==> src/rtl/branch_pkg.sv <==
// ---------------------------------------------------------------------------
// branch_pkg
//   Types and constants shared by the EX-stage branch resolution logic.
//   br_op_t     : 3-bit branch operation code
//   state_t     : resolve-stage control state (RUN / FLUSH)
//   PC_STEP     : byte distance to the sequential instruction
//   FLUSH_CNT_W : width of the wrong-path squash counter
//   sat_inc32() : saturating 32-bit increment for the statistics counters
// ---------------------------------------------------------------------------
package branch_pkg;

    typedef enum logic [2:0] {
        BR_BEQ  = 3'd0,
        BR_BNE  = 3'd1,
        BR_BLT  = 3'd2,
        BR_BGE  = 3'd3,
        BR_BLTU = 3'd4,
        BR_BGEU = 3'd5,
        BR_JR   = 3'd6,
        BR_NOP  = 3'd7
    } br_op_t;

    typedef enum logic [0:0] {
        RUN   = 1'b0,
        FLUSH = 1'b1
    } state_t;

    localparam int PC_STEP     = 4;
    localparam int FLUSH_CNT_W = 3;

    // Counter increment that sticks at all-ones instead of wrapping.
    function automatic logic [31:0] sat_inc32(input logic [31:0] val);
        logic [31:0] res;
        if (val == 32'hFFFF_FFFF) begin
            res = val;
        end else begin
            res = val + 32'd1;
        end
        return res;
    endfunction

endpackage

==> src/rtl/branch_compare.sv <==
// ---------------------------------------------------------------------------
// branch_compare
//   Combinational operand comparator built on a single WIDTH+1 bit subtract.
//   Ports:
//     a, b  in  WIDTH  operands (rs, rt)
//     eq    out 1      a == b
//     lt_s  out 1      a <  b, two's-complement
//     lt_u  out 1      a <  b, unsigned
// ---------------------------------------------------------------------------
module branch_compare #(
    parameter int WIDTH = 32
) (
    input  logic [WIDTH-1:0] a,
    input  logic [WIDTH-1:0] b,
    output logic             eq,
    output logic             lt_s,
    output logic             lt_u
);

    logic [WIDTH:0] diff_s;
    logic           ovf_s;

    // One subtractor feeds all three flags; the extra MSB is the borrow.
    always_comb begin
        diff_s = {1'b0, a} - {1'b0, b};
        // Signed overflow: operands differ in sign and the result sign
        // differs from a's sign, so the raw sign bit is inverted.
        ovf_s  = (a[WIDTH-1] ^ b[WIDTH-1]) & (a[WIDTH-1] ^ diff_s[WIDTH-1]);
        lt_s   = diff_s[WIDTH-1] ^ ovf_s;
        lt_u   = diff_s[WIDTH];
        eq     = (diff_s[WIDTH-1:0] == {WIDTH{1'b0}});
    end

endmodule

==> src/rtl/branch_resolve_stage.sv <==
// ---------------------------------------------------------------------------
// branch_resolve_stage
//   EX-stage branch resolution: decides taken/not-taken, computes the next
//   PC, registers the result behind a valid/ready handshake, pulses a PC
//   redirect on a taken branch and squashes FLUSH_CYCLES younger beats.
//
//   Parameters:
//     WIDTH         operand/address width (>= 18)
//     FLUSH_CYCLES  wrong-path slots squashed after a taken branch (1..7)
//   Ports:
//     clk, reset_n        clock, synchronous active-low reset
//     in_valid/in_ready   input handshake (op, a, b, pc, imm)
//     out_valid/out_ready output handshake (taken, target)
//     redirect            one-cycle pulse: load target into the PC
//     flush               high while wrong-path beats are being dropped
//     br_count, tk_count  resolved / taken branch counters
//   Build option:
//     BRANCH_STATS_EN     when defined, br_count/tk_count are saturating
//                         counters; otherwise both are tied to zero.
// ---------------------------------------------------------------------------
module branch_resolve_stage
    import branch_pkg::*;
#(
    parameter int WIDTH        = 32,
    parameter int FLUSH_CYCLES = 2
) (
    input  logic             clk,
    input  logic             reset_n,
    input  logic             in_valid,
    output logic             in_ready,
    input  br_op_t           op,
    input  logic [WIDTH-1:0] a,
    input  logic [WIDTH-1:0] b,
    input  logic [WIDTH-1:0] pc,
    input  logic [15:0]      imm,
    output logic             out_valid,
    input  logic             out_ready,
    output logic             taken,
    output logic [WIDTH-1:0] target,
    output logic             redirect,
    output logic             flush,
    output logic [31:0]      br_count,
    output logic [31:0]      tk_count
);

    // Squash length limited to what the counter can hold, and at least one.
    localparam int FLUSH_N = (FLUSH_CYCLES < 1) ? 1 :
                             ((FLUSH_CYCLES > 7) ? 7 : FLUSH_CYCLES);
    localparam logic [FLUSH_CNT_W-1:0] FLUSH_LOAD = FLUSH_CNT_W'(FLUSH_N);

    // Control state
    state_t                 state_r;
    state_t                 state_nxt_s;
    logic [FLUSH_CNT_W-1:0] cnt_r;
    logic [FLUSH_CNT_W-1:0] cnt_nxt_s;
    logic                   in_ready_s;
    logic                   acc_run_s;

    // Compare / decode / target
    logic                   eq_s;
    logic                   lt_signed_s;
    logic                   lt_unsigned_s;
    logic                   taken_s;
    logic [WIDTH-1:0]       imm_ext_s;
    logic [WIDTH-1:0]       seq_pc_s;
    logic [WIDTH-1:0]       br_pc_s;
    logic [WIDTH-1:0]       target_s;

    // Result register
    logic                   out_valid_r;
    logic                   taken_r;
    logic [WIDTH-1:0]       target_r;
    logic                   redirect_r;
    logic                   flush_r;

    branch_compare #(
        .WIDTH (WIDTH)
    ) u_compare (
        .a    (a),
        .b    (b),
        .eq   (eq_s),
        .lt_s (lt_signed_s),
        .lt_u (lt_unsigned_s)
    );

    // Branch direction decode from the comparator flags.
    always_comb begin
        taken_s = 1'b0;
        case (op)
            BR_BEQ:  taken_s = eq_s;
            BR_BNE:  taken_s = ~eq_s;
            BR_BLT:  taken_s = lt_signed_s;
            BR_BGE:  taken_s = ~lt_signed_s;
            BR_BLTU: taken_s = lt_unsigned_s;
            BR_BGEU: taken_s = ~lt_unsigned_s;
            BR_JR:   taken_s = 1'b1;
            BR_NOP:  taken_s = 1'b0;
            default: taken_s = 1'b0;
        endcase
    end

    // Next-PC selection; all sums wrap modulo 2^WIDTH.
    always_comb begin
        imm_ext_s = {{(WIDTH-16){imm[15]}}, imm};
        seq_pc_s  = pc + WIDTH'(PC_STEP);
        br_pc_s   = seq_pc_s + (imm_ext_s << 2'd2);
        if (op == BR_JR) begin
            target_s = a;
        end else if (taken_s) begin
            target_s = br_pc_s;
        end else begin
            target_s = seq_pc_s;
        end
    end

    // FSM next-state and input handshake.
    always_comb begin
        state_nxt_s = state_r;
        cnt_nxt_s   = cnt_r;
        in_ready_s  = 1'b0;
        acc_run_s   = 1'b0;
        case (state_r)
            RUN: begin
                in_ready_s = ~out_valid_r | out_ready;
                acc_run_s  = in_valid & in_ready_s;
                if (acc_run_s & taken_s) begin
                    state_nxt_s = FLUSH;
                    cnt_nxt_s   = FLUSH_LOAD;
                end else begin
                    state_nxt_s = RUN;
                    cnt_nxt_s   = cnt_r;
                end
            end
            FLUSH: begin
                // Every beat is swallowed here; the counter runs regardless
                // of whether a beat arrived.
                in_ready_s = 1'b1;
                if (cnt_r <= {{(FLUSH_CNT_W-1){1'b0}}, 1'b1}) begin
                    state_nxt_s = RUN;
                    cnt_nxt_s   = {FLUSH_CNT_W{1'b0}};
                end else begin
                    state_nxt_s = FLUSH;
                    cnt_nxt_s   = cnt_r - {{(FLUSH_CNT_W-1){1'b0}}, 1'b1};
                end
            end
            default: begin
                state_nxt_s = RUN;
                cnt_nxt_s   = {FLUSH_CNT_W{1'b0}};
            end
        endcase
    end

    // FSM state and squash counter registers.
    always_ff @(posedge clk) begin
        if (!reset_n) begin
            state_r <= RUN;
            cnt_r   <= {FLUSH_CNT_W{1'b0}};
            flush_r <= 1'b0;
        end else begin
            state_r <= state_nxt_s;
            cnt_r   <= cnt_nxt_s;
            flush_r <= (state_nxt_s == FLUSH);
        end
    end

    // Result register; a held result is only replaced by a RUN-state accept,
    // so a taken result survives the whole squash window.
    always_ff @(posedge clk) begin
        if (!reset_n) begin
            out_valid_r <= 1'b0;
            taken_r     <= 1'b0;
            target_r    <= {WIDTH{1'b0}};
            redirect_r  <= 1'b0;
        end else begin
            redirect_r <= acc_run_s & taken_s;
            if (acc_run_s) begin
                out_valid_r <= 1'b1;
                taken_r     <= taken_s;
                target_r    <= target_s;
            end else if (out_ready) begin
                out_valid_r <= 1'b0;
            end else begin
                out_valid_r <= out_valid_r;
            end
        end
    end

    assign in_ready  = in_ready_s;
    assign out_valid = out_valid_r;
    assign taken     = taken_r;
    assign target    = target_r;
    assign redirect  = redirect_r;
    assign flush     = flush_r;

`ifdef BRANCH_STATS_EN
    br_op_t      op_r;
    logic        out_xfer_s;
    logic [31:0] br_count_r;
    logic [31:0] tk_count_r;

    assign out_xfer_s = out_valid_r & out_ready;

    // Remember the op of the held result so NOPs are excluded from stats.
    always_ff @(posedge clk) begin
        if (!reset_n) begin
            op_r <= BR_NOP;
        end else if (acc_run_s) begin
            op_r <= op;
        end else begin
            op_r <= op_r;
        end
    end

    // Saturating statistics, counted when a result leaves the stage.
    always_ff @(posedge clk) begin
        if (!reset_n) begin
            br_count_r <= 32'd0;
            tk_count_r <= 32'd0;
        end else if (out_xfer_s && (op_r != BR_NOP)) begin
            br_count_r <= sat_inc32(br_count_r);
            if (taken_r) begin
                tk_count_r <= sat_inc32(tk_count_r);
            end else begin
                tk_count_r <= tk_count_r;
            end
        end else begin
            br_count_r <= br_count_r;
            tk_count_r <= tk_count_r;
        end
    end

    assign br_count = br_count_r;
    assign tk_count = tk_count_r;
`else
    assign br_count = 32'd0;
    assign tk_count = 32'd0;
`endif

endmodule

==> config.mk <==
export PLATFORM = sky130hd
export DESIGN_NAME = branch_resolve_stage
export DESIGN_NICKNAME = d
export VERILOG_FILES = /design/src/rtl/branch_pkg.sv /design/src/rtl/branch_compare.sv /design/src/rtl/branch_resolve_stage.sv
export SDC_FILE = /design/constraint.sdc
export NUM_CORES = 1
export LEC_CHECK = 0
export CORE_ASPECT_RATIO = 0.7
export CORE_MARGIN = 4
export CORE_UTILIZATION = 54
export DETAILED_ROUTE_END_ITERATION = 16
export GPL_TIMING_DRIVEN = 1
export PLACE_DENSITY = 0.87
export SYNTH_ARGS = -nofsm -noshare
export SYNTH_HDL_FRONTEND = slang
export SYNTH_SLANG_ARGS = --single-unit
==> constraint.sdc <==
create_clock -name clk -period 15 [get_ports clk]
set_input_delay 3 -clock clk [delete_from_list [all_inputs] [get_ports clk]]
set_output_delay 3 -clock clk [all_outputs]
set_load 0.02 [all_outputs]
# Word level (Yosys, flattened, before mapping)
# Index checks and enable logic that the tools add are counted.
[classes] n_addsub=4 bitwise=13 n_reduce_logical=3 mux=13 n_lt_le_gt_ge=1 n_eq_ne=8
[ops] operator="2-to-1 mux 32 bit" n=2
[ops] operator="subtractor 32 x 32 -> 33 bit" n=1
[ops] operator="adder 32 x 3 -> 32 bit, second input constant" n=1
[ops] operator="adder 32 bit" n=1
[ops] operator="zero test 32 bit" n=1
[ops] operator="equality test 3 bit, second input constant" n=4
[ops] operator="one-hot mux 1 bit (8 select lines)" n=1
[ops] operator="equality test 3 x 2 -> 1 bit, second input constant" n=2
[ops] operator="2-to-1 mux 3 bit" n=2
[ops] operator="one-hot mux 3 bit (2 select lines)" n=1
[ops] operator="2-to-1 mux 1 bit" n=5
[ops] operator="inverter 1 bit" n=5
[ops] operator="bitwise AND 1 bit" n=4
[ops] operator="one-hot mux 1 bit (2 select lines)" n=2
[ops] operator="equality test 3 x 1 -> 1 bit, second input constant" n=1
[ops] operator="<= comparator 3 x 1 -> 1 bit, second input constant" n=1
[ops] operator="zero test 3 bit" n=1
[ops] operator="subtractor 3 x 1 -> 3 bit, second input constant" n=1
[ops] operator="bitwise XOR 1 bit" n=3
[ops] operator="inequality test 2 bit, second input constant" n=1
[ops] operator="nonzero test 2 bit" n=1
[ops] operator="OR 1 bit" n=1
[totals] elab_cells=48 ff_bits=39

# Logic depth before layout (Yosys ltp)
# Gate-level depths: netlist of the first run.
[depth] ltp_word=9 mapped_depth=25

# Hierarchy
# A second synthesis of the first run with hierarchy kept.
[hier_totals] cells_unflattened=912 area_unflattened_um2=6588.8
[by_module_without_submodules] module="branch_resolve_stage" n_inst=1 cells_per_inst=605 area_each_um2=4558.1
[by_module_without_submodules] module="branch_compare" n_inst=1 cells_per_inst=307 area_each_um2=2030.7

# Worst setup path before layout of the first run
# OpenSTA, ideal clock, no wires.
[synth_path] kind="input to register" start="in b[12]" end="reg target_r[11] (netlist: target[11])" arrival_time_ns=8.282 setup_time_ns=0.092 path_stages=25 path_slack_ns=6.626 cell_sequence="inv_1 -> ha_1 -> buf_2 -> a21o_1 -> a31oi_1 -> o31ai_1 -> or3_1 -> o2111ai_1 -> nand2_1 -> a21o_1 -> a21o_1 -> fa_1 -> nand3b_1 -> or3_1 -> a2111oi_0 -> nand4_1 -> nor4_1 -> o2111a_1 -> nor4bb_1 -> or4b_1 -> buf_2 -> mux2i_4 -> buf_6 -> o21ai_1 -> o32ai_1"
[synth_between] elab_chain_len=8
[synth_rtl] element="start: declaration" line_no="branch_resolve_stage.sv:33" source="input logic [WIDTH-1:0] b,"
[synth_rtl] element="subtractor 32 x 32 -> 33 bit (*)" line_no="branch_compare.sv:25" source="diff_s = {1'b0, a} - {1'b0, b};"
[synth_rtl] element="bitwise XOR 1 bit" line_no="branch_compare.sv:28" source="ovf_s = (a[WIDTH-1] ^ b[WIDTH-1]) & (a[WIDTH-1] ^ diff_s[WIDTH-1]);"
[synth_rtl] element="bitwise AND 1 bit" line_no="branch_compare.sv:28"
[synth_rtl] element="bitwise XOR 1 bit" line_no="branch_compare.sv:29" source="lt_s = diff_s[WIDTH-1] ^ ovf_s;"
[synth_rtl] element="inverter 1 bit" line_no="branch_resolve_stage.sv:93" source="BR_BGE: taken_s = ~lt_signed_s;"
[synth_rtl] element="one-hot mux 1 bit (8 select lines) (*)" line_no="branch_resolve_stage.sv:89" source="case (op)"
[synth_rtl] element="2-to-1 mux 32 bit (*)" line_no="branch_resolve_stage.sv:109" source="end else if (taken_s) begin"
[synth_rtl] element="2-to-1 mux 32 bit (*)" line_no="branch_resolve_stage.sv:107" source="if (op == BR_JR) begin"
[synth_rtl] element="end signal: assignment" line_no="branch_resolve_stage.sv:172" source="target_r <= {WIDTH{1'b0}};"
[synth_rtl] element="end signal: assignment" line_no="branch_resolve_stage.sv:179" source="target_r <= target_s;"
[synth_rtl] element="end: declaration" line_no="branch_resolve_stage.sv:72" source="logic [WIDTH-1:0] target_r;"
# Every way passes the cells marked *; elsewhere a longest branch is shown, timed or not.
# A chain may end at the register's enable or synchronous reset.

# Worst setup path in the final report of the first run
[layout_path] start="in b[14]" end="reg target_r[27] (netlist: target[27])"
# The elaborated chain is that of the path after synthesis.

==> summary.txt, run 1 <==
Power and ir drop
  • Leak: 3.78 nW
  • Peak VDD IR: 0.0476 mV
  • P per Cell Area: 67.1 nW/um^2

Place
  • Area post-placement: 9070 sq um
  • Port Buf Inserts: 155
  • Detailed Place HPWL: 23,200 microns
  • Gpl congestion: 1.03
  • Pre-CTS setup slack: 4.89 ns

Final layout
  • Antenna Cells: 0
  • Fillers: 1,272
  • Final #Nets: 1,412
  • Area grow syn2layout: 19.4%
  • Design area: 9240 sq um
  • Final core occ: 66.1%
  • Share of post-route cells with drive strength above 1: 3.50%

Floorplan
  • Die Wd: 151 microns
  • Initial core utilization: 55.4%
  • I/O pins: 220
  • Area of the core: 14,000 sq um
  • Chip height: 108 microns
  • Core Rows: 36
  • Die ar.: 16,300 sq um

Yosys
  • Post-synth cell types: 84
  • Yosys Warn Count: 0
  • EDFF count, synth: 0
  • Most area-hungry cell type in the Yosys netlist: ha_1
  • Synth Cell Area: 7730 sq um
  • Area share of the largest cell type after synthesis: 10.4%
  • Main synth FF type: dfxtp_1
  • Syn Inst Count: 1,123
  • Sequential area share after synthesis: 10.1%
  • Mapped Avg Cell Area: 6.89 sq um
  • FF+latch count, synth: 39
  • Area contributors post-synth: ha_1 (10%), dfxtp_1 (10%), a21oi_1 (7.6%)
  • Async S/R FF share, synth: 0%

CTS
  • Worst-Skew Late Latency: 0.29 ns
  • Hold Buf Count CTS: 0
  • CTS H-tree depth: 2
  • CTS Root Cell: clkbuf_16
  • Setup Buffers After CTS: 0
  • Clock slew at reported path FFs: 0.07 ns
  • Clock sinks: 39
  • Post-CTS sizing: 0
  • CTS Buf Count: 5
  • CTS max path bufs: 2
  • TritonCTS clock tree: yes

Global route
  • Vias in the first global route: 7,998
  • Initial antenna violation count: 0
  • GRT Overall Usage: 33.2%
  • Gr ovfl total: 0
  • First-pass GRT wire length: 43,300 microns
  • Pin count of the biggest net entering global routing: 57

Drt
  • Average wire per standard cell: 20.2 microns
  • Drt first pass iters: 6
  • DRT iter0 DRCs: 1,205
  • DRT antenna net count: 0
  • Via count: 9,125
  • Post-Route WL: 28,600 microns
  • DRC viols: 0
  • Via density per instance: 6.44

Timing
  • Smallest setup slack after layout: 4.97 ns
  • TNS Setup: 0 ns
  • Slew at the pin with the worst max-slew slack: 1.09 ns
  • Slew Limit Fails: 0
  • Final period util: 66.8%
  • Unrepaired setup endpoints after global routing: false
  • Fmax: 99.7 MHz
  • Final setup viols: 0
  • Final Hold Viols: 0
  • Worst rel slew slack: 27.2%
  • Clock skew: 0.00919 ns
  • Min cycle time layout: 10.03 ns

Critical path
  • CP Launch Type: primary input
  • Required time of the critical path: 15.18 ns
  • Critical Path Sink Type: register
  • Crit Path Category: primary input to register
  • CP Max Fanout: 22
  • Arrival time worst endpoint: 10.21 ns

Worst hold path
  • HP Class: register to register

Outcome
  • Status: completed

Flow run
  • Max cap viols: 0
stage by stage:
stage	hold WS (ns)	total power, mW	std cells
global route	0.503	0.652	1418
finish	0.466	0.620	1418
global placement	0.447	0.480	1410
floorplan	0.428	0.373	1186
detailed placement	0.462	0.483	1410
CTS	0.468	0.608	1418
layer usage:
metal  wire (microns)  vias to the layer above  global-route usage [%]
met5                0                        -                       0
met4              488                        0                    5.11
met3             3680                       46                    7.50
met2            11600                      598                    47.5
met1            12900                     4203                    51.2
li1                 -                     4278                       -
layout by cell type, fill, tap and decap left out, types with 20 or more instances in the layout:
cell type        count
clkdlybuf4s50_1    155
a21oi_1            117
nand2_1             78
o21ai_0             76
nor2_1              67
inv_1               64
ha_1                64
conb_1              64
nand3_1             42
dfxtp_1             39
xnor2_1             35
and3_1              29
xor2_1              29
nand4_1             26
a21o_1              23
or3_1               23
nor3_1              22
o32ai_1             20
worst max-delay path, stage by stage:
cell and delay, ns:
clkdlybuf4s50_1 0.45, inv_1 0.04, ha_1 0.40, a21o_1 0.24, a31oi_1 0.28, o31ai_1 0.21, or3_1 0.44, o2111ai_1 0.21
nand2_1 0.12, a21o_1 0.19, a21o_1 0.18, fa_1 0.45, nand3b_1 0.20, or3_1 0.37, a2111oi_0 0.36, nand4_1 0.16
nor4_1 0.28, o2111a_1 0.25, nor4bb_1 0.27, or4b_1 0.67, nand3_1 0.69, nand3_1 0.34, a311o_1 0.40
path summary, 6_finish.rpt:
kind / slack, ns / endpoint / cells past startpoint / startpoint
max: 4.97 / target[27] / 23 / b[14]
min: 0.47 / cnt_r[0] / 1 / cnt_r[0]
max reg2reg: 12.50 / target[29] / 6 / out_valid
min reg2reg: 0.47 / cnt_r[0] / 1 / cnt_r[0]
sequential cells by signal, summed over array words and instances, names as in the netlist:
| register | cells |
|---|---|
| flush | 1 |
| taken | 1 |
| redirect | 1 |
| out_valid | 1 |
| cnt_r | 3 |
| target | 32 |
cells by family after synthesis:
kind of cell / Yosys count / share of synthesized area [%]
AO/OA/AOI/OAI: 404 / 34.5
XOR/XNOR: 64 / 7.25
adder cells (fa/ha/maj): 66 / 10.9
buffers and inverters: 191 / 12.7
flip-flops: 39 / 10.1
multiplexers: 4 / 0.712
other: 1 / 0.0485
AND/OR/NAND/NOR: 354 / 23.8
synthesized netlist by cell type, drive strengths merged, types with 13 or more instances:
| library cell | n |
|---|---|
| a21oi | 117 |
| o21ai | 89 |
| nand2 | 80 |
| buf | 77 |
| nor2 | 71 |
| ha | 64 |
| inv | 64 |
| clkbuf | 50 |
| nand3 | 42 |
| dfxtp | 39 |
| xnor2 | 35 |
| and3 | 29 |
| xor2 | 29 |
| nand4 | 26 |
| or3 | 24 |
| a21o | 23 |
| nor3 | 22 |
| o32ai | 20 |
| o221ai | 15 |
| o21a | 14 |
| a31oi | 13 |
power by group:
part           switching (mW)  total (mW)  internal [mW]
sequential            0.00870       0.123          0.115
combinational           0.224       0.370          0.147
clock                  0.0476       0.126         0.0786
final cells by class:
cell class	count	area, sq um	share of cell area [%]
timing repair buffer	161	1600	17.3
sequential	39	781	8.45
clock inverter	3	43.8	0.474
inverter	64	240	2.60
multi-input combinational	956	6210	67.3
clock buffer	5	125	1.35
tap	190	238	2.57
(Power assumes the default switching activity.)
==> run 2: changes to the inputs <==
--- a/config.mk
+++ b/config.mk
@@ -7,10 +7,10 @@
 export LEC_CHECK = 0
 export CORE_ASPECT_RATIO = 0.7
 export CORE_MARGIN = 4
-export CORE_UTILIZATION = 54
+export CORE_UTILIZATION = 45
 export DETAILED_ROUTE_END_ITERATION = 16
 export GPL_TIMING_DRIVEN = 1
-export PLACE_DENSITY = 0.87
+export PLACE_DENSITY = 0.77
 export SYNTH_ARGS = -nofsm -noshare
 export SYNTH_HDL_FRONTEND = slang
 export SYNTH_SLANG_ARGS = --single-unit
==> constraint.sdc (replaced) <==
create_clock -name clk -period 8.3 [get_ports clk]
set_input_delay 1.66 -clock clk [delete_from_list [all_inputs] [get_ports clk]]
set_output_delay 1.66 -clock clk [all_outputs]
set_load 0.02 [all_outputs]
==> run 2 against run 1 <==
Effect of this change:
- global-route usage shrank 4.1 points
- worst hold slack gained 0.011 ns
- combinational power grew 85%
- die area grew 19%
- clock-buffer cell count grew 1
- clock skew is essentially flat
- first-iteration DRC count shrank 14%
==> summary.txt, run 2 (synthesized netlist as in run 1, its figures left out) <==
Place
  • Detailed Place HPWL: 23,900 microns
  • Port Buf Inserts: 155
  • Area post-placement: 9320 sq um
  • Placed insts: 1,472
  • Gpl congestion: 1.01

Timing
  • Min cycle time layout: 7.88 ns
  • Worst rel slew slack: 33.2%
  • Final period util: 95.0%
  • Final setup viols: 0
  • Slew at the pin with the worst max-slew slack: 0.999 ns
  • Final Hold Viols: 0
  • TNS Setup: 0 ns
  • Clock skew: 0.00875 ns
  • Slew Limit Fails: 0
  • Fmax: 127 MHz
  • Unrepaired setup endpoints after global routing: false

Global route
  • GRT Overall Usage: 29.2%
  • First-pass GRT wire length: 45,600 microns
  • Pin count of the biggest net entering global routing: 57
  • Gr ovfl total: 0
  • Vias in the first global route: 8,261
  • Initial antenna violation count: 0

Drt
  • DRC viols: 0
  • Via density per instance: 6.18
  • DRT antenna net count: 0
  • Average wire per standard cell: 20.0 microns
  • DRT iter0 DRCs: 1,036
  • Via count: 9,146
  • Drt first pass iters: 7
  • Post-Route WL: 29,600 microns

Final layout
  • Commonest non-fill, non-tap cell in the layout: clkdlybuf4s50_1
  • Most frequent cells in the layout: clkdlybuf4s50_1 (155), a21oi_1 (117), nand2_1 (78)
  • Finished Layout Cells: 1,480
  • Area grow syn2layout: 23.1%
  • Max FFs per register: 32
  • Final #Nets: 1,439
  • Design area: 9520 sq um
  • Share of post-route cells with drive strength above 1: 5.50%
  • Antenna Cells: 0
  • Final core occ: 57.4%

Power and ir drop
  • P per Cell Area: 123 nW/um^2
  • Final Power: 1.17 mW
  • Leak: 3.92 nW
  • Peak VDD IR: 0.104 mV

Critical path
  • CP Max Fanout: 8
  • Crit Path Category: primary input to register
  • Critical Path Sink Type: register
  • Arrival time worst endpoint: 8.06 ns
  • CP Launch Type: primary input
  • Required time of the critical path: 8.48 ns

CTS
  • Hold Buf Count CTS: 0
  • CTS Root Cell: clkbuf_16
  • CTS H-tree depth: 2
  • TritonCTS clock tree: yes
  • Post-CTS sizing: 0
  • CTS Buf Count: 5
  • Worst-Skew Late Latency: 0.30 ns
  • Clock sinks: 39
  • CTS max path bufs: 2
  • Setup Buffers After CTS: 0
  • Clock slew at reported path FFs: 0.07 ns

Flow run
  • Max cap viols: 0

Floorplan
  • Core Rows: 39
  • Die Wd: 165 microns
  • Area of the core: 16,600 sq um
  • I/O pins: 220
  • Die ar.: 19,400 sq um
  • Initial core utilization: 46.6%
  • Chip height: 118 microns

Outcome
  • Status: completed

Worst hold path
  • HP Class: register to register
-- run 2: path summary, 6_finish.rpt --
kind                      to       from  cells after the start  slack [ns]
setup / recovery  target[30]      b[11]                     24        0.42
hold / removal      cnt_r[0]   cnt_r[0]                      1        0.48
setup reg to reg  target[30]  out_valid                      9        5.94
hold reg to reg     cnt_r[0]   cnt_r[0]                      1        0.48
-- run 2: layout make-up --
type,instances,area [sq um]
Fill cell,1603,7070
Timing Repair Buffer,188,1810
Clock inverter,2,60.1
Tap cell,225,282
Inverter,64,240
Clock buffer,6,129
Multi-Input combinational cell,956,6210
Sequential cell,39,781
-- run 2: critical path, stage by stage --
cell	delay [ns]
clkdlybuf4s50_1	0.46
inv_1	0.04
ha_1	0.25
a21o_1	0.25
a31oi_1	0.28
o31ai_1	0.22
or3_1	0.43
o2111ai_1	0.20
nand2_1	0.10
a21o_1	0.18
a21o_1	0.18
fa_1	0.45
nand3b_1	0.19
or3_1	0.37
a2111oi_1	0.34
nand4_1	0.14
nor4_1	0.29
o2111a_1	0.25
nor4bb_1	0.36
or4b_4	0.59
nand3_1	0.16
buf_4	0.18
o21ai_0	0.08
o41ai_1	0.39
-- run 2: stage by stage --
step                      worst slack [ns]  hold WS, ns
after global routing                0.0443        0.507
after CTS                            0.428        0.473
after detailed placement             0.156        0.463
after global placement               0.326        0.448
final                                0.419        0.477
after floorplan                       1.27        0.428
-- run 2: report_power, final --
group          switching [mW]  internal, mW  leakage (nW)  total (mW)
combinational           0.407         0.275          3.51       0.683
clock                  0.0870         0.173        0.0911       0.260
sequential             0.0171         0.207         0.321       0.224
-- run 2: metal layers --
layer  global-route usage, %  vias up  share of wire (%)
li1                        -     4336                  -
met1                    45.1     4242                 47
met2                    41.6      535                 40
met3                    6.72       33                 12
met4                    3.90        0                1.2
met5                       0        -                  0
==> run 3: changes to the inputs <==
--- a/config.mk
+++ b/config.mk
@@ -7,10 +7,11 @@
 export LEC_CHECK = 0
 export CORE_ASPECT_RATIO = 0.7
 export CORE_MARGIN = 4
-export CORE_UTILIZATION = 45
+export CORE_UTILIZATION = 40
 export DETAILED_ROUTE_END_ITERATION = 16
 export GPL_TIMING_DRIVEN = 1
-export PLACE_DENSITY = 0.77
+export PLACE_DENSITY = 0.7
+export SETUP_SLACK_MARGIN = 0.3
 export SYNTH_ARGS = -nofsm -noshare
 export SYNTH_HDL_FRONTEND = slang
 export SYNTH_SLANG_ARGS = --single-unit
==> run 3 against run 2 <==
Effect of this change:
- first-iteration DRC count up 7.3%
- combinational power is essentially flat
- sequential share of layout area hardly changed
- die area increased by 12%
- register-to-register slack lost 0.10 ns
- largest cell class unchanged
- maximum frequency increased by 3.6%
- setup slack better by 0.28 ns
- critical path type unchanged
- final cell count up 1.4%
- worst hold slack got worse by 0.0069 ns
- via count decreased by 1.5%
- clock power down 8%
==> summary.txt, run 3 (synthesized netlist as in run 1, its figures left out) <==
Outcome
  • Status: completed

Critical path
  • CP Max Fanout: 18
  • Worst Reg-to-Reg Cells: 6
  • Arrival time worst endpoint: 7.80 ns
  • Flop2flop setup slack: 5.84 ns
  • Most frequent cell on the critical path: a21o_1
  • Critical Path Sink Type: register
  • Reg2reg end: target[27]
  • Crit-path slowest cell: or4b_4
  • Crit path cell chain: clkdlybuf4s50_1, inv_1, ha_1, a21o_1, a31oi_2, o31ai_2, or3_1, o2111ai_1, nand2_1, a21o_1, a21o_1, fa_1, nand3b_1, or3_1, a2111oi_0, nand4_1, nor4_1, o2111a_1, nor4bb_1, or4b_4, mux2i_4, buf_12, o21ai_0, o32ai_1
  • Required time of the critical path: 8.49 ns
  • CP max stage delay: 0.54 ns
  • Crit Path Category: primary input to register
  • CP Launch Type: primary input
  • R2R Path Start: out_valid

CTS
  • Setup Buffers After CTS: 0
  • Hold Buf Count CTS: 0
  • Worst-Skew Late Latency: 0.30 ns
  • Clock sinks: 39
  • TritonCTS clock tree: yes
  • CTS Buf Count: 5
  • CTS max path bufs: 2
  • CTS Root Cell: clkbuf_16
  • Post-CTS sizing: 0
  • CTS H-tree depth: 2
  • Clock slew at reported path FFs: 0.06 ns

Timing
  • Worst rel slew slack: 48.8%
  • Fmax: 132 MHz
  • Clock skew: 0.00768 ns
  • Final setup viols: 0
  • Final period util: 91.6%
  • Min cycle time layout: 7.60 ns
  • Unrepaired setup endpoints after global routing: false
  • Slew at the pin with the worst max-slew slack: 0.765 ns
  • Slew Limit Fails: 0
  • TNS Setup: 0 ns
  • Final Hold Viols: 0

Global route
  • Grt met2 use: 35.4%
  • GRT Overall Usage: 25.5%
  • First-pass GRT wire length: 45,200 microns
  • Pin count of the biggest net entering global routing: 57
  • GR peak layer: met1
  • Vias in the first global route: 8,027
  • Met3 usage: 5.64%
  • Met1 usage: 40.9%
  • Initial antenna violation count: 0
  • Gr ovfl total: 0

Floorplan
  • Chip height: 124 microns
  • Die Wd: 174 microns
  • Area of the core: 18,900 sq um
  • I/O pins: 220
  • Initial core utilization: 40.9%
  • Core Rows: 42
  • Die ar.: 21,700 sq um

Power and ir drop
  • Sw Share: 44.8%
  • Combinational group share of total power: 59.6%
  • Pint: 0.635 mW
  • P per Cell Area: 120 nW/um^2
  • Sequential power share: 19.6%
  • NetSw: 0.514 mW
  • Leak: 3.94 nW
  • Clk pwr share: 20.9%
  • Peak VDD IR: 0.0776 mV

Final layout
  • Max FFs per register: 32
  • Finished Layout Cells: 1,500
  • Commonest non-fill, non-tap cell in the layout: clkdlybuf4s50_1
  • Design area: 9570 sq um
  • Fillers: 1,847
  • Most frequent cells in the layout: clkdlybuf4s50_1 (155), a21oi_1 (117), nand2_1 (78)
  • Area grow syn2layout: 23.7%
  • Antenna Cells: 0
  • Share of post-route cells with drive strength above 1: 6.12%
  • Final #Nets: 1,442

Place
  • Port Buf Inserts: 155
  • Area post-placement: 9370 sq um
  • Gpl congestion: 1.01
  • Placed insts: 1,492
  • Detailed Place HPWL: 23,900 microns

Drt
  • Via density per instance: 6.01
  • Average wire per standard cell: 19.7 microns
  • DRT iter0 DRCs: 1,112
  • DRT antenna net count: 0
  • Drt first pass iters: 6
  • DRC viols: 0
  • Via count: 9,008
  • Post-Route WL: 29,500 microns

Worst hold path
  • HP Class: register to register
  • WHS Endpoint: cnt_r[0]
  • Cells on Worst Hold Path: 1
  • Hold path startpoint: cnt_r[0]

Flow run
  • Max cap viols: 0
[run 3: worst max path at each step]
| stage | from | to | slack (ns) | cells after the start |
|---|---|---|---|---|
| finish | b[12] | target[9] | 0.70 | 24 |
| global route | b[12] | target[15] | 0.36 | 24 |
| CTS | b[12] | target[15] | 0.50 | 24 |
| detailed placement | b[12] | target[15] | 0.23 | 24 |
| global placement | b[12] | target[22] | 0.33 | 24 |
| floorplan | b[12] | target[11] | 1.27 | 25 |
[run 3: per-stage QoR]
| stage | worst slack, ns | util (%) | power, mW | hold slack, ns |
|---|---|---|---|---|
| final | 0.696 | 50.6 | 1.15 | 0.470 |
| after global routing | 0.362 | 50.6 | 1.21 | 0.498 |
| after CTS | 0.499 | 50.4 | 1.13 | 0.464 |
| after detailed placement | 0.234 | 49.5 | 0.891 | 0.456 |
| after global placement | 0.333 | 49.5 | 0.889 | 0.444 |
| after floorplan | 1.27 | - | 0.675 | 0.428 |
[run 3: power by group through the flow]
stage / registers, mW / logic [mW] / clock network (mW)
6_report: 0.225 / 0.684 / 0.240
5_1_grt: 0.226 / 0.742 / 0.246
4_1_cts: 0.224 / 0.667 / 0.239
3_5_place_dp: 0.227 / 0.663 / 0
3_3_place_gp: 0.228 / 0.661 / 0
2_1_floorplan: 0.243 / 0.431 / 0
[run 3: area by class of cell]
type	count	area (sq um)	share of cell area (%)
timing repair buffer	191	1840	19.2
clock inverter	2	35.0	0.366
multi-input combinational	956	6230	65.1
tap	242	303	3.16
sequential	39	781	8.16
clock buffer	6	139	1.45
inverter	64	240	2.51
[run 3: metal layers]
layer,vias to the layer above,routed length (microns)
met2,475,11800
met1,4181,14500
li1,4336,-
met4,0,173
met3,16,3000
met5,-,0
[run 3: worst max-delay path: cells and delay by family]
kind	cells	cell delay, ns
buf+inv	3	0.66
mux	1	0.21
compound gates	10	2.17
fa+ha+maj	2	0.79
simple gates	8	2.27
